===== config.mk =====
export PLATFORM = sky130hd
export DESIGN_NAME = acc_wb_buf
export DESIGN_NICKNAME = d
export VERILOG_FILES = /design/src/rtl/acc_pkg.sv /design/src/rtl/acc_wb_fifo.sv /design/src/rtl/acc_wb_buf.sv
export SDC_FILE = /design/constraint.sdc
export NUM_CORES = 1
export LEC_CHECK = 0
export CAP_MARGIN = 20
export CORE_AREA = 2 2 261 263
export CTS_BUF_LIST = sky130_fd_sc_hd__clkbuf_16
export DETAILED_ROUTE_END_ITERATION = 6
export DIE_AREA = 0 0 263 265
export PLACE_DENSITY = 0.65
export SETUP_SLACK_MARGIN = 0.15
export SLEW_MARGIN = 20
export SYNTH_ARGS = -nofsm -noshare
export SYNTH_HDL_FRONTEND = slang
export SYNTH_SLANG_ARGS = --single-unit
export TNS_END_PERCENT = 20

===== constraint.sdc =====
create_clock -name clk_i -period 3.7 [get_ports clk_i]
set_input_delay 0.555 -clock clk_i [delete_from_list [all_inputs] [get_ports clk_i]]
set_output_delay 0.555 -clock clk_i [all_outputs]
set_load 0.02 [all_outputs]

===== src/rtl/acc_pkg.sv =====
// Shared types for the accumulator write-back buffer: operand/address types
// and the packed entry stored per buffered FPU result.
package acc_pkg;

    localparam int DATA_W     = 64;
    localparam int REG_ADDR_W = 5;
    localparam int STATUS_W   = 5;
    localparam int WB_DEPTH   = 4;

    typedef logic [DATA_W-1:0]     data_t;
    typedef logic [REG_ADDR_W-1:0] reg_addr_t;
    typedef logic [STATUS_W-1:0]   status_t;

    typedef struct packed {
        reg_addr_t tag;
        data_t     result;
        status_t   status;
    } wb_entry_t;

endpackage


===== src/rtl/acc_wb_fifo.sv =====
// In-order storage for buffered FPU results. Push/pop are pre-qualified by the
// parent; reset and flush both empty it, and entry contents are never cleared.
module acc_wb_fifo
    import acc_pkg::*;
#(
    parameter int DEPTH = WB_DEPTH
) (
    input  logic                         clk_i,
    input  logic                         rst_i,
    input  logic                         flush_i,
    input  logic                         push_i,
    input  logic                         pop_i,
    input  wb_entry_t                    wdata_i,
    output wb_entry_t                    head_o,
    output wb_entry_t                    mem_o [DEPTH],
    output logic [$clog2(DEPTH)-1:0]     rd_ptr_o,
    output logic [$clog2(DEPTH+1)-1:0]   count_o
);

    localparam int PTR_W = $clog2(DEPTH);
    localparam int CNT_W = $clog2(DEPTH+1);

    wb_entry_t        mem [DEPTH];
    logic [PTR_W-1:0] rd_ptr;
    logic [PTR_W-1:0] wr_ptr;
    logic [CNT_W-1:0] count;

    // Pointers wrap naturally because DEPTH is a power of two.
    always_ff @(posedge clk_i) begin
        if (rst_i || flush_i) begin
            rd_ptr <= '0;
            wr_ptr <= '0;
            count  <= '0;
        end else begin
            if (push_i) wr_ptr <= wr_ptr + 1'b1;
            if (pop_i)  rd_ptr <= rd_ptr + 1'b1;
            case ({push_i, pop_i})
                2'b10:   count <= count + 1'b1;
                2'b01:   count <= count - 1'b1;
                default: count <= count;
            endcase
        end
    end

    always_ff @(posedge clk_i) begin
        if (push_i) mem[wr_ptr] <= wdata_i;
    end

    assign head_o   = mem[rd_ptr];
    assign mem_o    = mem;
    assign rd_ptr_o = rd_ptr;
    assign count_o  = count;

endmodule


===== src/rtl/acc_wb_buf.sv =====
// Write-back buffer between the FPU and the register file: queues results,
// forwards pending values to operand reads and accumulates sticky fflags.
module acc_wb_buf
    import acc_pkg::*;
#(
    parameter int DEPTH = WB_DEPTH
) (
    input  logic                clk_i,
    input  logic                rst_ni,
    input  logic                fpu_out_valid_i,
    output logic                fpu_out_ready_o,
    input  data_t               fpu_result_i,
    input  reg_addr_t           fpu_tag_i,
    input  logic [4:0]          fpu_status_i,
    input  logic                flush_i,
    input  logic                rf_ready_i,
    output logic                rf_wren_o,
    output reg_addr_t           rf_waddr_o,
    output data_t               rf_wdata_o,
    input  reg_addr_t [2:0]     fwd_raddr_i,
    output logic [2:0]          fwd_valid_o,
    output data_t [2:0]         fwd_data_o,
    output logic [4:0]          fflags_o,
    input  logic                fflags_clr_i,
    output logic                busy_o
);

    localparam int PTR_W = $clog2(DEPTH);
    localparam int CNT_W = $clog2(DEPTH+1);

    wb_entry_t        head;
    wb_entry_t        mem [DEPTH];
    wb_entry_t        wdata;
    logic [PTR_W-1:0] rd_ptr;
    logic [CNT_W-1:0] count;
    logic             push;
    logic             pop;
    logic             not_empty;

    assign not_empty       = (count != '0);
    assign fpu_out_ready_o = !rst_ni && !flush_i && (count != CNT_W'(DEPTH));
    assign rf_wren_o       = !rst_ni && !flush_i && not_empty && rf_ready_i;
    assign busy_o          = !rst_ni && not_empty;
    assign push            = fpu_out_valid_i && fpu_out_ready_o;
    assign pop             = rf_wren_o;
    assign wdata           = '{tag: fpu_tag_i, result: fpu_result_i, status: fpu_status_i};
    assign rf_waddr_o      = head.tag;
    assign rf_wdata_o      = head.result;

    acc_wb_fifo #(.DEPTH(DEPTH)) u_fifo (
        .clk_i   (clk_i),
        .rst_i   (rst_ni),
        .flush_i (flush_i),
        .push_i  (push),
        .pop_i   (pop),
        .wdata_i (wdata),
        .head_o  (head),
        .mem_o   (mem),
        .rd_ptr_o(rd_ptr),
        .count_o (count)
    );

    // Walk oldest to youngest so the last match wins (youngest value).
    always_comb begin
        logic [PTR_W-1:0] idx;
        idx         = '0;
        fwd_valid_o = '0;
        fwd_data_o  = '0;
        for (int k = 0; k < 3; k++) begin
            for (int i = 0; i < DEPTH; i++) begin
                idx = rd_ptr + PTR_W'(i);
                if (!rst_ni && (i < int'(count)) && (mem[idx].tag == fwd_raddr_i[k])) begin
                    fwd_valid_o[k] = 1'b1;
                    fwd_data_o[k]  = mem[idx].result;
                end
            end
        end
    end

    always_ff @(posedge clk_i) begin
        if (rst_ni) begin
            fflags_o <= '0;
        end else if (!flush_i) begin
            if (pop && fflags_clr_i) fflags_o <= head.status;
            else if (pop)            fflags_o <= fflags_o | head.status;
            else if (fflags_clr_i)   fflags_o <= '0;
        end
    end

endmodule


==> results of run 1 <==
==> placed cells by master (no fill, tap or decap), drive strengths merged, types with 59 or more instances in the layout <==
cell and count:
buf 670, nor3 65, nand2 154, nand3 66, mux4 179, a21oi 273
o211ai 140, mux2i 102, o21ai 139, nor2 149, clkdlybuf4s50 171, edfxtp 296
clkbuf 59
==> cell families after synthesis <==
logic type | after synthesis | share of synthesized area, %
xor+xnor | 60 | 2.29
fa+ha+maj | 9 | 0.485
buf+inv | 258 | 5.10
flops | 308 | 39.3
compound gates | 689 | 18.3
mux | 336 | 24.4
simple gates | 521 | 10.2
==> registers in the layout (all words and copies together) (netlist names) <==
| register | cells |
|---|---|
| fflags_o | 5 |
| u_fifo.rd_ptr_o | 2 |
| u_fifo.wr_ptr | 2 |
| u_fifo.mem_o | 296 |
| u_fifo.count_o | 3 |
==> area by class of cell <==
cell class | instances | share of cell area [%]
antenna | 7 | 0.0510
clock buffer | 41 | 2.99
clock inverter | 31 | 0.842
inverter | 32 | 0.353
multi-input combinational | 1616 | 39.9
sequential | 308 | 26.6
tap | 873 | 3.18
timing repair buffer | 865 | 26.1
==> stage by stage <==
stage,std cells,cell area [um2],util (%)
2_1_floorplan,2181,23200,-
3_3_place_gp,3555,30800,46.1
3_5_place_dp,3555,30800,46.1
4_1_cts,3723,33700,50.5
5_1_grt,3771,34300,51.4
6_report,3773,34300,51.4
==> power groups by stage <==
stage               Combinational (mW)  Clock, mW  Sequential (mW)
finish                           0.820       3.93             3.87
floorplan                        0.307          0             3.94
detailed placement               0.718          0             3.94
CTS                              0.787       4.02             3.87
global placement                 0.707          0             3.94
global route                     0.857       4.12             3.87
==> final timing paths <==
kind | startpoint | to | slack (ps)
hold / removal | fflags_o[3] | fflags_o[3] | 510
hold reg to reg | fflags_o[3] | fflags_o[3] | 510
setup / recovery | u_fifo.rd_ptr_o[0] | fwd_data_o[69] | -580
setup reg to reg | u_fifo.count_o[2] | u_fifo.count_o[2] | 1320
==> worst reg2reg max path: stages, from the launching register on <==
cell     delay, ps
dfxtp_1        530
inv_1          240
nand2_1        130
nand2_1        100
nor2_1         250
buf_4          230
ha_1           300
or3_1          360
a21oi_1        160
==> layer usage <==
layer,track usage (%),routed length (um),vias to the layer above
met5,0,55,-
met4,15.8,6380,8
met3,7.39,10900,445
met2,46.6,48800,1605
met1,35.6,39600,11560
li1,-,-,9972
==> repair_timing <==
action,in CTS,in global routing
cloned,20,3
pin swaps,74,80
buffers inserted,76,40
gates resized for setup,569,528
endpoints found under the setup margin,251,251
==> impl_metrics.env, run 1 <==
export IMPL_startpoint_type="register"
export IMPL_setup_viol=223
export IMPL_wl_um=106000
export IMPL_timing_final_ws_setup_ps=-576
export IMPL_vdd_drop_max_uv=320
export IMPL_fp_row_count=95
export IMPL_synth_commonest_cells="296 x edfxtp_1, 273 x a21oi_1, 179 x mux4_2, 154 x nand2_1, 148 x nor2_1"
export IMPL_crit_buf_inv=7
export IMPL_viasPerCell=6.25
export IMPL_grt_max_degree=97
export IMPL_finalCritPeriodShare_pct=116
export IMPL_leakagePower_nw=12.0
export IMPL_die_area_mm2=0.0697
export IMPL_place_ws_ps=-408
export IMPL_grt_pass1_vias=23020
export IMPL_fillers=5809
export IMPL_netlist_area_mm2=0.0232
export IMPL_outcome="finished, violations left"
export IMPL_cts_tree="yes"
export IMPL_ys_seq_area_share_pct=39.3
export IMPL_min_period_ps=4280
export IMPL_powerDensity_mw_per_mm2=251
export IMPL_end_kind="output pin"
export IMPL_rsz0062_at_grt="yes"
export IMPL_tightest_slew_ps=660
export IMPL_hold_worst_slack_ps=511
export IMPL_crit_slowest_cell="mux4_2"
export IMPL_arrival_ps=3720
export IMPL_ys_warn_count=0
export IMPL_grt_first_pass_wirelength_um=151000
export IMPL_antenna_found_initial=9
export IMPL_synth_top_cell_area_share_pct=38.3
export IMPL_crit_type="reg -> out"
export IMPL_cts_root_buf="clkbuf_16"
export IMPL_h_tree_depth=2
export IMPL_syn_nets=2285
export IMPL_clock_sinks=308
export IMPL_cts_buffers=40
export IMPL_synthCells=2181
export IMPL_synth_cell_types=61
export IMPL_violations="negative setup slack"
export IMPL_hold_depth=2
export IMPL_hold_viol_final=0
export IMPL_drt_iter0_markers=2707
export IMPL_clk_latency_ps=590
export IMPL_routedWlPerCell_um=28.0
export IMPL_required_ps=3140
export IMPL_drv_slew=0
export IMPL_drive_gt1_share_pct=39.0
export IMPL_postSynth_asyncResetShare_pct=0
export IMPL_p_comb_share_pct=9.5
export IMPL_maxCapViolCount=0
export IMPL_seq_power_share_pct=44.9
export IMPL_clk_pin_slew_ps=70
export IMPL_worstSetupPathDepth=13
export IMPL_yosysTopAreaCell="edfxtp_1"
export IMPL_route_vias_total=23590
export IMPL_track_usage_pct=28.9
export IMPL_die_y_um=265
export IMPL_avgSynthCellArea_um2=10.7
export IMPL_hp_class="reg -> reg"
export IMPL_start_util_pct=34.8
export IMPL_gp_congestion=0.885
export IMPL_ys_seq_elements=308
export IMPL_crit_path_frequent_cell="buf_12"
export IMPL_total_power_mw=8.63
export IMPL_p_clk_share_pct=45.6
export IMPL_final_antenna_net_count=0
export IMPL_ctsHoldBuffers=0
export IMPL_setup_tns_ps=-72040
export IMPL_fmax_mhz=234
export IMPL_path_cells="buf_6 > buf_12 > mux4_2 > xor2_1 > nor4_1 > and3_2 > o211ai_4 > buf_12 > buf_4 > buf_12 > buf_12 > o211ai_1 > buf_4"
export IMPL_grt_overflow_total=0
export IMPL_drc=0
export IMPL_die_x_um=263
export IMPL_critPathMaxFanout=8
export IMPL_core_area_mm2=0.0668
export IMPL_port_buffers=366
export IMPL_critPathMaxStageDelay_ps=550
export IMPL_multi_input_area_mm2=0.0137
export IMPL_p_sw_mw=2.05
export IMPL_clockBufferDepth=3
export IMPL_syn2layout_area_growth_pct=47.8
export IMPL_r2r_cells=8
export IMPL_critical_path_top_delay_family="buffers and inverters"
export IMPL_seq_area_mm2=0.00914
export IMPL_fin_nets=2967
export IMPL_io_pins=367
export IMPL_dr_pass1_iters=7
export IMPL_switching_share_pct=23.8
export IMPL_maxSlewHeadroom_pct=55.8
export IMPL_dp_hpwl_um=66700
export IMPL_synth_ff_type="edfxtp_1"
export IMPL_finClkSkew_ps=36.9
export IMPL_synth_most_common_cell="edfxtp_1"
export IMPL_ys_top_cells_by_area="edfxtp_1 38%, mux4_2 17%, a21oi_1 5.9%"
export IMPL_internal_power_mw=6.58
export IMPL_synth_edf_count=296
Note: power is estimated with default switching activity, not from simulation.
==> run 2, diff against run 1 <==
- CTS_CLUSTER_SIZE: not set -> 8
==> run 2 against run 1 <==
Net effect:
- the flow finishes with violations (design-rule violations, negative setup slack)
- register-to-register slack barely moved
- die area did not move
- flip-flop and latch count did not move
- clock power fell by 4%
- largest power group is now sequential cells
- first-iteration DRC count fell by 7.1%
- critical path depth fell by 2
- critical path type unchanged
==> impl_metrics.env, run 2 (same netlist as run 1, synthesis figures left out) <==
export IMPL_hp_class="reg -> reg"
export IMPL_grt_max_degree=97
export IMPL_drv_slew=0
export IMPL_powerDensity_mw_per_mm2=255
export IMPL_track_usage_pct=27.4
export IMPL_required_ps=3140
export IMPL_route_vias_total=22824
export IMPL_crit_slowest_cell="mux4_2"
export IMPL_cts_tree="yes"
export IMPL_r2r_slack_ps=1320
export IMPL_reg2reg_to="u_fifo.count_o[2]"
export IMPL_drc=6
export IMPL_critPathMaxFanout=11
export IMPL_tightest_slew_ps=650
export IMPL_dp_hpwl_um=66700
export IMPL_fmax_mhz=239
export IMPL_arrival_ps=3630
export IMPL_fin_util_pct=49.3
export IMPL_finClkSkew_ps=31.1
export IMPL_viasPerCell=6.19
export IMPL_clk_latency_ps=590
export IMPL_clock_sinks=308
export IMPL_wl_um=99400
export IMPL_clk_pin_slew_ps=60
export IMPL_maxCapViolCount=0
export IMPL_die_y_um=265
export IMPL_routedWlPerCell_um=26.9
export IMPL_critical_path_top_delay_family="buffers and inverters"
export IMPL_cts_root_buf="clkbuf_16"
export IMPL_leakagePower_nw=11.4
export IMPL_path_cells="buf_6 > mux4_2 > xnor2_1 > nand4_1 > o22ai_4 > buf_12 > buf_16 > buf_12 > o211ai_1 > a21oi_2 > buf_4"
export IMPL_fillers=5953
export IMPL_io_pins=367
export IMPL_crit_end="fwd_data_o[11]"
export IMPL_hold_viol_final=0
export IMPL_largest_reg_flops=296
export IMPL_maxSlewHeadroom_pct=56.7
export IMPL_core_area_mm2=0.0668
export IMPL_port_buffers=366
export IMPL_final_area_mm2=0.0330
export IMPL_final_antenna_net_count=0
export IMPL_critPathMaxStageDelay_ps=610
export IMPL_dr_pass1_iters=7
export IMPL_end_kind="output pin"
export IMPL_crit_path_frequent_cell="buf_12"
export IMPL_crit_start="u_fifo.rd_ptr_o[0]"
export IMPL_timing_final_ws_setup_ps=-483
export IMPL_gp_congestion=0.885
export IMPL_drt_iter0_markers=2516
export IMPL_total_power_mw=8.41
export IMPL_fp_row_count=95
export IMPL_timing_rr_start="u_fifo.count_o[2]"
export IMPL_cts_buffers=45
export IMPL_vdd_drop_max_uv=290
export IMPL_start_util_pct=34.8
export IMPL_ctsHoldBuffers=0
export IMPL_grt_pass1_vias=22690
export IMPL_min_period_ps=4180
export IMPL_setup_viol=216
export IMPL_grt_first_pass_wirelength_um=144000
export IMPL_drive_gt1_share_pct=34.6
export IMPL_die_area_mm2=0.0697
export IMPL_dpl_instance_area_mm2=0.0308
export IMPL_multi_input_area_mm2=0.0136
export IMPL_r2r_cells=8
export IMPL_fin_nets=2892
export IMPL_finalCritPeriodShare_pct=113
export IMPL_violations="design-rule violations, negative setup slack"
export IMPL_final_cell_mix="401 x buf_4, 296 x edfxtp_1, 245 x a21oi_1"
export IMPL_crit_type="reg -> out"
export IMPL_startpoint_type="register"
export IMPL_rsz0062_at_grt="yes"
export IMPL_layout_commonest_cell="buf_4"
export IMPL_outcome="finished, violations left"
export IMPL_die_x_um=263
export IMPL_clockBufferDepth=3
export IMPL_grt_overflow_total=0
export IMPL_seq_area_mm2=0.00914
export IMPL_h_tree_depth=2
export IMPL_antenna_found_initial=12
export IMPL_place_ws_ps=-408
export IMPL_syn2layout_area_growth_pct=41.8
export IMPL_worstSetupPathDepth=11
export IMPL_crit_buf_inv=5
==> run 2: worst min path at each step <==
stage	slack [ps]	start	to	depth (start not counted)
after global placement	490	fflags_o[3]	fflags_o[3]	2
after global routing	540	fflags_o[1]	fflags_o[1]	2
final	510	fflags_o[3]	fflags_o[3]	2
after detailed placement	500	fflags_o[3]	fflags_o[3]	2
after floorplan	520	u_fifo.wr_ptr[1]	u_fifo.wr_ptr[1]	2
after CTS	510	fflags_o[3]	fflags_o[3]	2
==> run 2: per-layer routing <==
| layer | vias up | track usage [%] | wire (um) |
|---|---|---|---|
| li1 | 9805 | - | - |
| met1 | 11258 | 33.9 | 38300 |
| met2 | 1384 | 44.6 | 46300 |
| met3 | 369 | 5.82 | 8960 |
| met4 | 8 | 15.4 | 5760 |
| met5 | - | 0 | 55 |
==> run 2: through the flow <==
step	std cells	TNS (ps)	hold slack, ps
floorplan	2181	-51630	518
global placement	3555	-38660	486
detailed placement	3555	-44170	498
CTS	3661	-70280	513
global route	3690	-86150	544
finish	3690	-59020	509
==> run 2: layout make-up <==
class | instances | share of cell area, %
flip-flops and latches | 308 | 27.7
repair buffers | 785 | 23.5
well taps | 873 | 3.31
clock buffers | 46 | 3.49
diodes | 8 | 0.0608
inverters | 32 | 0.368
multi-input cells | 1616 | 41.1
clock inverters | 22 | 0.349
==> run 2: report_power, final <==
part           internal (mW)  switching, mW  total, mW
clock network           2.20           1.56       3.77
registers               3.86         0.0191       3.88
logic                  0.373          0.392      0.765
total                   6.44           1.97       8.41
==> run 2: tightest hold or removal path, cell delays in order, from the launching register on <==
cell and delay [ps]:
dfxtp_1 330, a22oi_1 70, nor2_1 80
==> run 2: what timing repair did <==
item	in CTS	in global routing
gates resized for setup	526	294
pin swaps	39	29
setup buffers	32	18
gates cloned	6	3
endpoints found under the setup margin	251	254
